===== src/rtl/ixc_deposit_lt_if.sv =====
// Host deposit handshake plus design-side override bus for ixc_deposit_lt.
// The slave modport is the deposit block; the master modport is the host/harness side.
interface ixc_deposit_lt_if #(
  parameter int WIDTH  = 20,
  parameter int DEPTH  = 4,
  parameter int HOLD_W = 8
);
  localparam int LVL_W = $clog2(DEPTH) + 1;

  logic              in_valid;
  logic              in_ready;
  logic [WIDTH-1:0]  in_data;
  logic [HOLD_W-1:0] in_hold;
  logic              in_last;
  logic [WIDTH-1:0]  ov;
  logic              ov_en;
  logic              ov_apply;
  logic              seq_done;
  logic [LVL_W-1:0]  level;

  modport slave (
    input  in_valid, in_data, in_hold, in_last,
    output in_ready, ov, ov_en, ov_apply, seq_done, level
  );

  modport master (
    output in_valid, in_data, in_hold, in_last,
    input  in_ready, ov, ov_en, ov_apply, seq_done, level
  );
endinterface


===== src/rtl/ixc_deposit_lt.sv =====
// Deposit-side counterpart of the sampleLT capture flops: buffers host words in a
// small FIFO and drives each onto ov (with ov_en) for hold+1 fclk cycles.
module ixc_deposit_lt #(
  parameter int WIDTH  = 20,
  parameter int DEPTH  = 4,
  parameter int HOLD_W = 8
) (
  input  logic             fclk,
  input  logic             rst_n,
  input  logic             flush,
  ixc_deposit_lt_if.slave  dep
);
  localparam int AW    = $clog2(DEPTH);
  localparam int LVL_W = AW + 1;

  typedef struct packed {
    logic              last;
    logic [HOLD_W-1:0] hold;
    logic [WIDTH-1:0]  data;
  } entry_t;

  typedef enum logic {S_IDLE, S_DRIVE} state_t;

  entry_t             r_mem [DEPTH];
  logic [AW-1:0]      r_wr_ptr;
  logic [AW-1:0]      r_rd_ptr;
  logic [LVL_W-1:0]   r_level;

  state_t             r_state;
  logic [HOLD_W-1:0]  r_cnt;
  logic               r_cur_last;
  logic [WIDTH-1:0]   r_ov;
  logic               r_ov_en;
  logic               r_ov_apply;
  logic               r_seq_done;

  logic               w_full;
  logic               w_empty;
  logic               w_push;
  logic               w_pop;
  logic               w_slot_free;
  entry_t             w_in_entry;
  entry_t             w_head;

  assign w_full      = (r_level == LVL_W'(DEPTH));
  assign w_empty     = (r_level == '0);
  assign w_push      = dep.in_valid && !w_full && !flush;
  // A new entry may be taken when idle or when the current one is in its last cycle.
  assign w_slot_free = (r_state == S_IDLE) || (r_cnt == '0);
  assign w_pop       = w_slot_free && !w_empty && !flush;
  assign w_in_entry  = '{last: dep.in_last, hold: dep.in_hold, data: dep.in_data};
  assign w_head      = r_mem[r_rd_ptr];

  // NOTE: the storage array is not reset; pointers and level alone define which entries are valid.
  always_ff @(posedge fclk) begin
    if (w_push) r_mem[r_wr_ptr] <= w_in_entry;
  end

  // NOTE: sequential state uses non-blocking assignments so every flop samples pre-edge values.
  always_ff @(posedge fclk or negedge rst_n) begin
    if (!rst_n) begin
      r_wr_ptr <= '0;
      r_rd_ptr <= '0;
      r_level  <= '0;
    end else if (flush) begin
      r_wr_ptr <= '0;
      r_rd_ptr <= '0;
      r_level  <= '0;
    end else begin
      if (w_push) r_wr_ptr <= r_wr_ptr + AW'(1);
      if (w_pop)  r_rd_ptr <= r_rd_ptr + AW'(1);
      case ({w_push, w_pop})
        2'b10:   r_level <= r_level + LVL_W'(1);
        2'b01:   r_level <= r_level - LVL_W'(1);
        default: r_level <= r_level;
      endcase
    end
  end

  always_ff @(posedge fclk or negedge rst_n) begin
    if (!rst_n) begin
      r_state    <= S_IDLE;
      r_cnt      <= '0;
      r_cur_last <= 1'b0;
      r_ov       <= '0;
      r_ov_en    <= 1'b0;
      r_ov_apply <= 1'b0;
      r_seq_done <= 1'b0;
    end else begin
      r_ov_apply <= 1'b0;
      r_seq_done <= 1'b0;
      if (flush) begin
        // ov deliberately keeps its value; only the enable is dropped.
        r_state    <= S_IDLE;
        r_cnt      <= '0;
        r_cur_last <= 1'b0;
        r_ov_en    <= 1'b0;
      end else begin
        case (r_state)
          S_IDLE: begin
            if (w_pop) begin
              r_ov       <= w_head.data;
              r_cnt      <= w_head.hold;
              r_cur_last <= w_head.last;
              r_ov_en    <= 1'b1;
              r_ov_apply <= 1'b1;
              r_state    <= S_DRIVE;
            end
          end
          S_DRIVE: begin
            if (r_cnt != '0) begin
              r_cnt <= r_cnt - HOLD_W'(1);
            end else begin
              r_seq_done <= r_cur_last;
              if (w_pop) begin
                r_ov       <= w_head.data;
                r_cnt      <= w_head.hold;
                r_cur_last <= w_head.last;
                r_ov_apply <= 1'b1;
              end else begin
                r_ov_en    <= 1'b0;
                r_cur_last <= 1'b0;
                r_state    <= S_IDLE;
              end
            end
          end
          default: r_state <= S_IDLE;
        endcase
      end
    end
  end

  assign dep.in_ready = !w_full;
  assign dep.ov       = r_ov;
  assign dep.ov_en    = r_ov_en;
  assign dep.ov_apply = r_ov_apply;
  assign dep.seq_done = r_seq_done;
  assign dep.level    = r_level;
endmodule


===== src/flat_wrapper.sv =====
// flat-port wrapper written by rule: the top's interface ports become plain ports
module ixc_deposit_lt_flat 
#(
  parameter int WIDTH  = 20,
  parameter int DEPTH  = 4,
  parameter int HOLD_W = 8
)
  (fclk, rst_n, flush, dep_in_valid, dep_in_data, dep_in_hold, dep_in_last, dep_in_ready, dep_ov, dep_ov_en, dep_ov_apply, dep_seq_done, dep_level);
  ixc_deposit_lt_if #(.WIDTH(WIDTH), .DEPTH(DEPTH), .HOLD_W(HOLD_W)) dep_i ();
  input  logic fclk;
  input  logic rst_n;
  input  logic flush;
  input wire logic [$bits(dep_i.in_valid)-1:0] dep_in_valid;
  input wire logic [$bits(dep_i.in_data)-1:0] dep_in_data;
  input wire logic [$bits(dep_i.in_hold)-1:0] dep_in_hold;
  input wire logic [$bits(dep_i.in_last)-1:0] dep_in_last;
  output wire logic [$bits(dep_i.in_ready)-1:0] dep_in_ready;
  output wire logic [$bits(dep_i.ov)-1:0] dep_ov;
  output wire logic [$bits(dep_i.ov_en)-1:0] dep_ov_en;
  output wire logic [$bits(dep_i.ov_apply)-1:0] dep_ov_apply;
  output wire logic [$bits(dep_i.seq_done)-1:0] dep_seq_done;
  output wire logic [$bits(dep_i.level)-1:0] dep_level;
  assign dep_i.in_valid = dep_in_valid;
  assign dep_i.in_data = dep_in_data;
  assign dep_i.in_hold = dep_in_hold;
  assign dep_i.in_last = dep_in_last;
  assign dep_in_ready = dep_i.in_ready;
  assign dep_ov = dep_i.ov;
  assign dep_ov_en = dep_i.ov_en;
  assign dep_ov_apply = dep_i.ov_apply;
  assign dep_seq_done = dep_i.seq_done;
  assign dep_level = dep_i.level;
  ixc_deposit_lt #(.WIDTH(WIDTH), .DEPTH(DEPTH), .HOLD_W(HOLD_W)) u_core (.fclk(fclk), .rst_n(rst_n), .flush(flush), .dep(dep_i));
endmodule

===== config.mk =====
export PLATFORM = sky130hd
export DESIGN_NAME = ixc_deposit_lt_flat
export DESIGN_NICKNAME = d
export VERILOG_FILES = /design/src/rtl/ixc_deposit_lt_if.sv /design/src/rtl/ixc_deposit_lt.sv /design/src/flat_wrapper.sv
export SDC_FILE = /design/constraint.sdc
export NUM_CORES = 1
export LEC_CHECK = 0
export CORE_MARGIN = 4
export CORE_UTILIZATION = 45
export DETAILED_ROUTE_END_ITERATION = 12
export HOLD_SLACK_MARGIN = 0.15
export PLACE_DENSITY = 0.65
export SYNTH_ARGS = -nofsm -noshare
export SYNTH_HDL_FRONTEND = slang
export SYNTH_SLANG_ARGS = --single-unit

===== constraint.sdc =====
create_clock -name fclk -period 7.4 [get_ports fclk]
set_clock_uncertainty 0.1 [all_clocks]
set_input_delay 0.74 -clock fclk [delete_from_list [all_inputs] [get_ports fclk]]
set_output_delay 0.74 -clock fclk [all_outputs]
set_load 0.005 [all_outputs]

==> results.sh <==
export IMPL_initial_utilization_pct=45.8
export IMPL_die_w_um=127
export IMPL_finalCriticalPeriod_ns=3.57
export IMPL_ant_nets=0
export IMPL_crit_top_cell="inv_1"
export IMPL_grt_start_max_net_pins=41
export IMPL_clkTransAtPathRegs_ns=0.06
export IMPL_synth_area_um2=6330
export IMPL_diodes=0
export IMPL_routabilityCongestion=0.836
export IMPL_crit_required_ns=7.61
export IMPL_avgSynthCellArea_um2=18.2
export IMPL_viasPerCell=5.52
export IMPL_cts_max_level=4
export IMPL_cts_buffer_depth=2
export IMPL_ctsHoldBuffers=0
export IMPL_cts_made_buffers=17
export IMPL_arrival_ns=3.78
export IMPL_p_leak_uw=0.00273
export IMPL_path_max_fanout=22
export IMPL_synth_cell_types=46
export IMPL_nets=455
export IMPL_wl_um=12000
export IMPL_dpl_hpwl_um=6900
export IMPL_grt_ovfl_total=0
export IMPL_post_route_cells_drive_above_1_share_pct=23.5
export IMPL_drv_slew=0
export IMPL_clk_latency_ns=0.42
export IMPL_final_cell_mix="edfxtp_1 (116), clkdlybuf4s50_1 (58), dfrtp_1 (39)"
export IMPL_synth_ff_type="edfxtp_1"
export IMPL_area_delta_synth_final_pct=22.1
export IMPL_io_buffers=59
export IMPL_core_area_um2=13800
export IMPL_ys_seq_area_share_pct=70.8
export IMPL_ir_drop_uv=285
export IMPL_status="completed"
export IMPL_rsz0062_at_grt="false"
export IMPL_synth_edff_count=116
export IMPL_path_class="flop to flop"
export IMPL_antenna_found_initial=0
export IMPL_min_path_type="input pin to asynchronous set/reset pin"
export IMPL_die_h_um=127
export IMPL_fin_tns_setup_ns=0
export IMPL_numClockSinks=156
export IMPL_detail_route_iter0_violations=304
export IMPL_powerDensity_nw_per_um2=381
export IMPL_fp_dieArea_um2=16000
export IMPL_max_cap_viol_count=0
export IMPL_ctsRootBufferMaster="clkbuf_16"
export IMPL_finalCritPeriodShare_pct=48.3
export IMPL_grt_usage_pct=16.0
export IMPL_synth_fp_nets=387
export IMPL_synth_cells=348
export IMPL_cp_start_kind="flop"
export IMPL_ys_seq_elements=156
export IMPL_layout_commonest_cell="edfxtp_1"
export IMPL_relSlewSlack_pct=45.1
export IMPL_final_cells=609
export IMPL_cts_tree="yes"
export IMPL_via_count=3360
export IMPL_cp_slowest_stage_delay_ns=0.59
export IMPL_post_drt_wl_per_cell_um=19.6
export IMPL_max_freq_mhz=280
export IMPL_dr_pass1_iters=4
export IMPL_tightest_slew_ns=0.821
export IMPL_row_count=43
export IMPL_critical_path_cell_chain="inv_1 -> ha_1 -> or4b_4 -> o21ai_4 -> nand2_2 -> a21oi_1 -> fa_1 -> inv_1 -> nor2_1 -> mux2i_1 -> o211a_1"
export IMPL_async_flop_share_pct=25.6
export IMPL_finalHoldViolCount=0
export IMPL_grt_pass1_wl_um=19200
export IMPL_cts_resized=0
export IMPL_grt_pass1_vias=3561
export IMPL_cts_setup_buffers=0
export IMPL_cpMaxStageDelayCell="nand2_2"
export IMPL_synth_warnings=0
export IMPL_setup_viol=0
export IMPL_worstSetupEndpointType="flop"
export IMPL_io_pins=60
export IMPL_drcViolationCount=0
export IMPL_placedCellCount=577
==> kinds of logic after synthesis <==
| kind of cell | count (synthesis) | synth area share [%] |
|---|---|---|
| AND/OR/NAND/NOR | 56 | 4.88 |
| XOR/XNOR | 3 | 0.415 |
| buffers and inverters | 31 | 2.17 |
| adder cells (fa/ha/maj) | 6 | 1.30 |
| flip-flops | 156 | 70.8 |
| multiplexers | 55 | 15.9 |
| AO/OA/AOI/OAI | 41 | 4.48 |
==> power breakdown <==
| part | switching, µW | internal, µW |
|---|---|---|
| sequential | 119 | 1080 |
| clock | 357 | 537 |
| combinational | 368 | 483 |
==> sequential cells by signal, summed over array words and instances, names as in the netlist <==
signal               flops
u_core.dep.level         3
u_core.dep.ov           20
u_core.dep.ov_apply      1
u_core.dep.ov_en         1
u_core.dep.seq_done      1
u_core.r_cnt             8
u_core.r_cur_last        1
u_core.r_mem           116
u_core.r_rd_ptr          2
u_core.r_state           1
u_core.r_wr_ptr          2
==> per-layer routing <==
metal | vias up | global-route usage [%] | part of all wire (%)
li1 | 1509 | - | -
met1 | 1736 | 20.8 | 42
met2 | 97 | 24.9 | 50
met3 | 18 | 5.68 | 6.2
met4 | 0 | 5.87 | 1.6
met5 | - | 0 | 0
==> cells in the mapped netlist (all sizes together) (2+ instances only) <==
cell / n / area (µm²)
edfxtp: 116 / 3480
dfrtp: 40 / 1000
mux4: 29 / 653
mux2: 23 / 327
nor2: 13 / 48.8
inv: 12 / 45.0
clkbuf: 10 / 37.5
a21oi: 9 / 45.0
buf: 9 / 55.1
nand3: 9 / 45.0
nand2: 8 / 32.5
o21ai: 8 / 51.3
nor3: 6 / 35.0
ha: 5 / 62.6
or3: 5 / 31.3
a211oi: 4 / 30.0
and2: 4 / 25.0
o211ai: 4 / 30.0
a31oi: 3 / 18.8
mux2i: 3 / 30.0
nand2b: 3 / 18.8
xnor2: 3 / 26.3
nand4: 2 / 12.5
o211a: 2 / 20.0
o22ai: 2 / 12.5
o32ai: 2 / 17.5
==> path summary, 6_finish.rpt <==
path | from | to | slack, ns | cells after the start
hold reg to reg | u_core.r_cur_last$_DFFE_PN0P_ | u_core.dep.seq_done$_DFF_PN0_ | 0.40 | 2
hold / removal | rst_n | u_core.r_cnt[3]$_DFF_PN0_ | 0.31 | 2
min in group fclk | u_core.r_cur_last$_DFFE_PN0P_ | u_core.dep.seq_done$_DFF_PN0_ | 0.40 | 2
max in group asynchronous | rst_n | u_core.r_rd_ptr[0]$_DFFE_PN0P_ | 6.46 | 2
setup / recovery | u_core.r_cnt[1]$_DFF_PN0_ | u_core.dep.level[2]$_DFFE_PN0P_ | 3.83 | 11
setup reg to reg | u_core.r_cnt[1]$_DFF_PN0_ | u_core.dep.level[2]$_DFFE_PN0P_ | 3.83 | 11
==> worst max-delay path: cells and delay by family (launching register included) <==
family / cells / cell delay (ns)
buf+inv: 2 / 0.15
flops: 1 / 0.39
simple gates: 3 / 1.22
fa+ha+maj: 2 / 0.55
mux: 1 / 0.08
compound gates: 3 / 0.97
==> per-stage QoR <==
step	hold WS, ns	utilization (%)	instance area, µm²	worst slack [ns]	power (µW)
after floorplan	0.344	-	6330	4.74	1770
after global placement	0.400	51.5	7120	3.87	2060
after detailed placement	0.393	51.5	7120	3.73	2070
after CTS	0.314	55.9	7730	3.82	2980
after global routing	0.355	55.9	7730	3.61	3100
final	0.308	55.9	7730	3.83	2940
==> final cells by class <==
type,count,area (µm²)
clock buffers,17,425
flip-flops and latches,156,4490
repair buffers,68,653
fillers,1075,6090
inverters,12,45.0
clock inverters,15,188
multi-input cells,161,1710
well taps,180,225
Power figures use the tool's default switching activity.
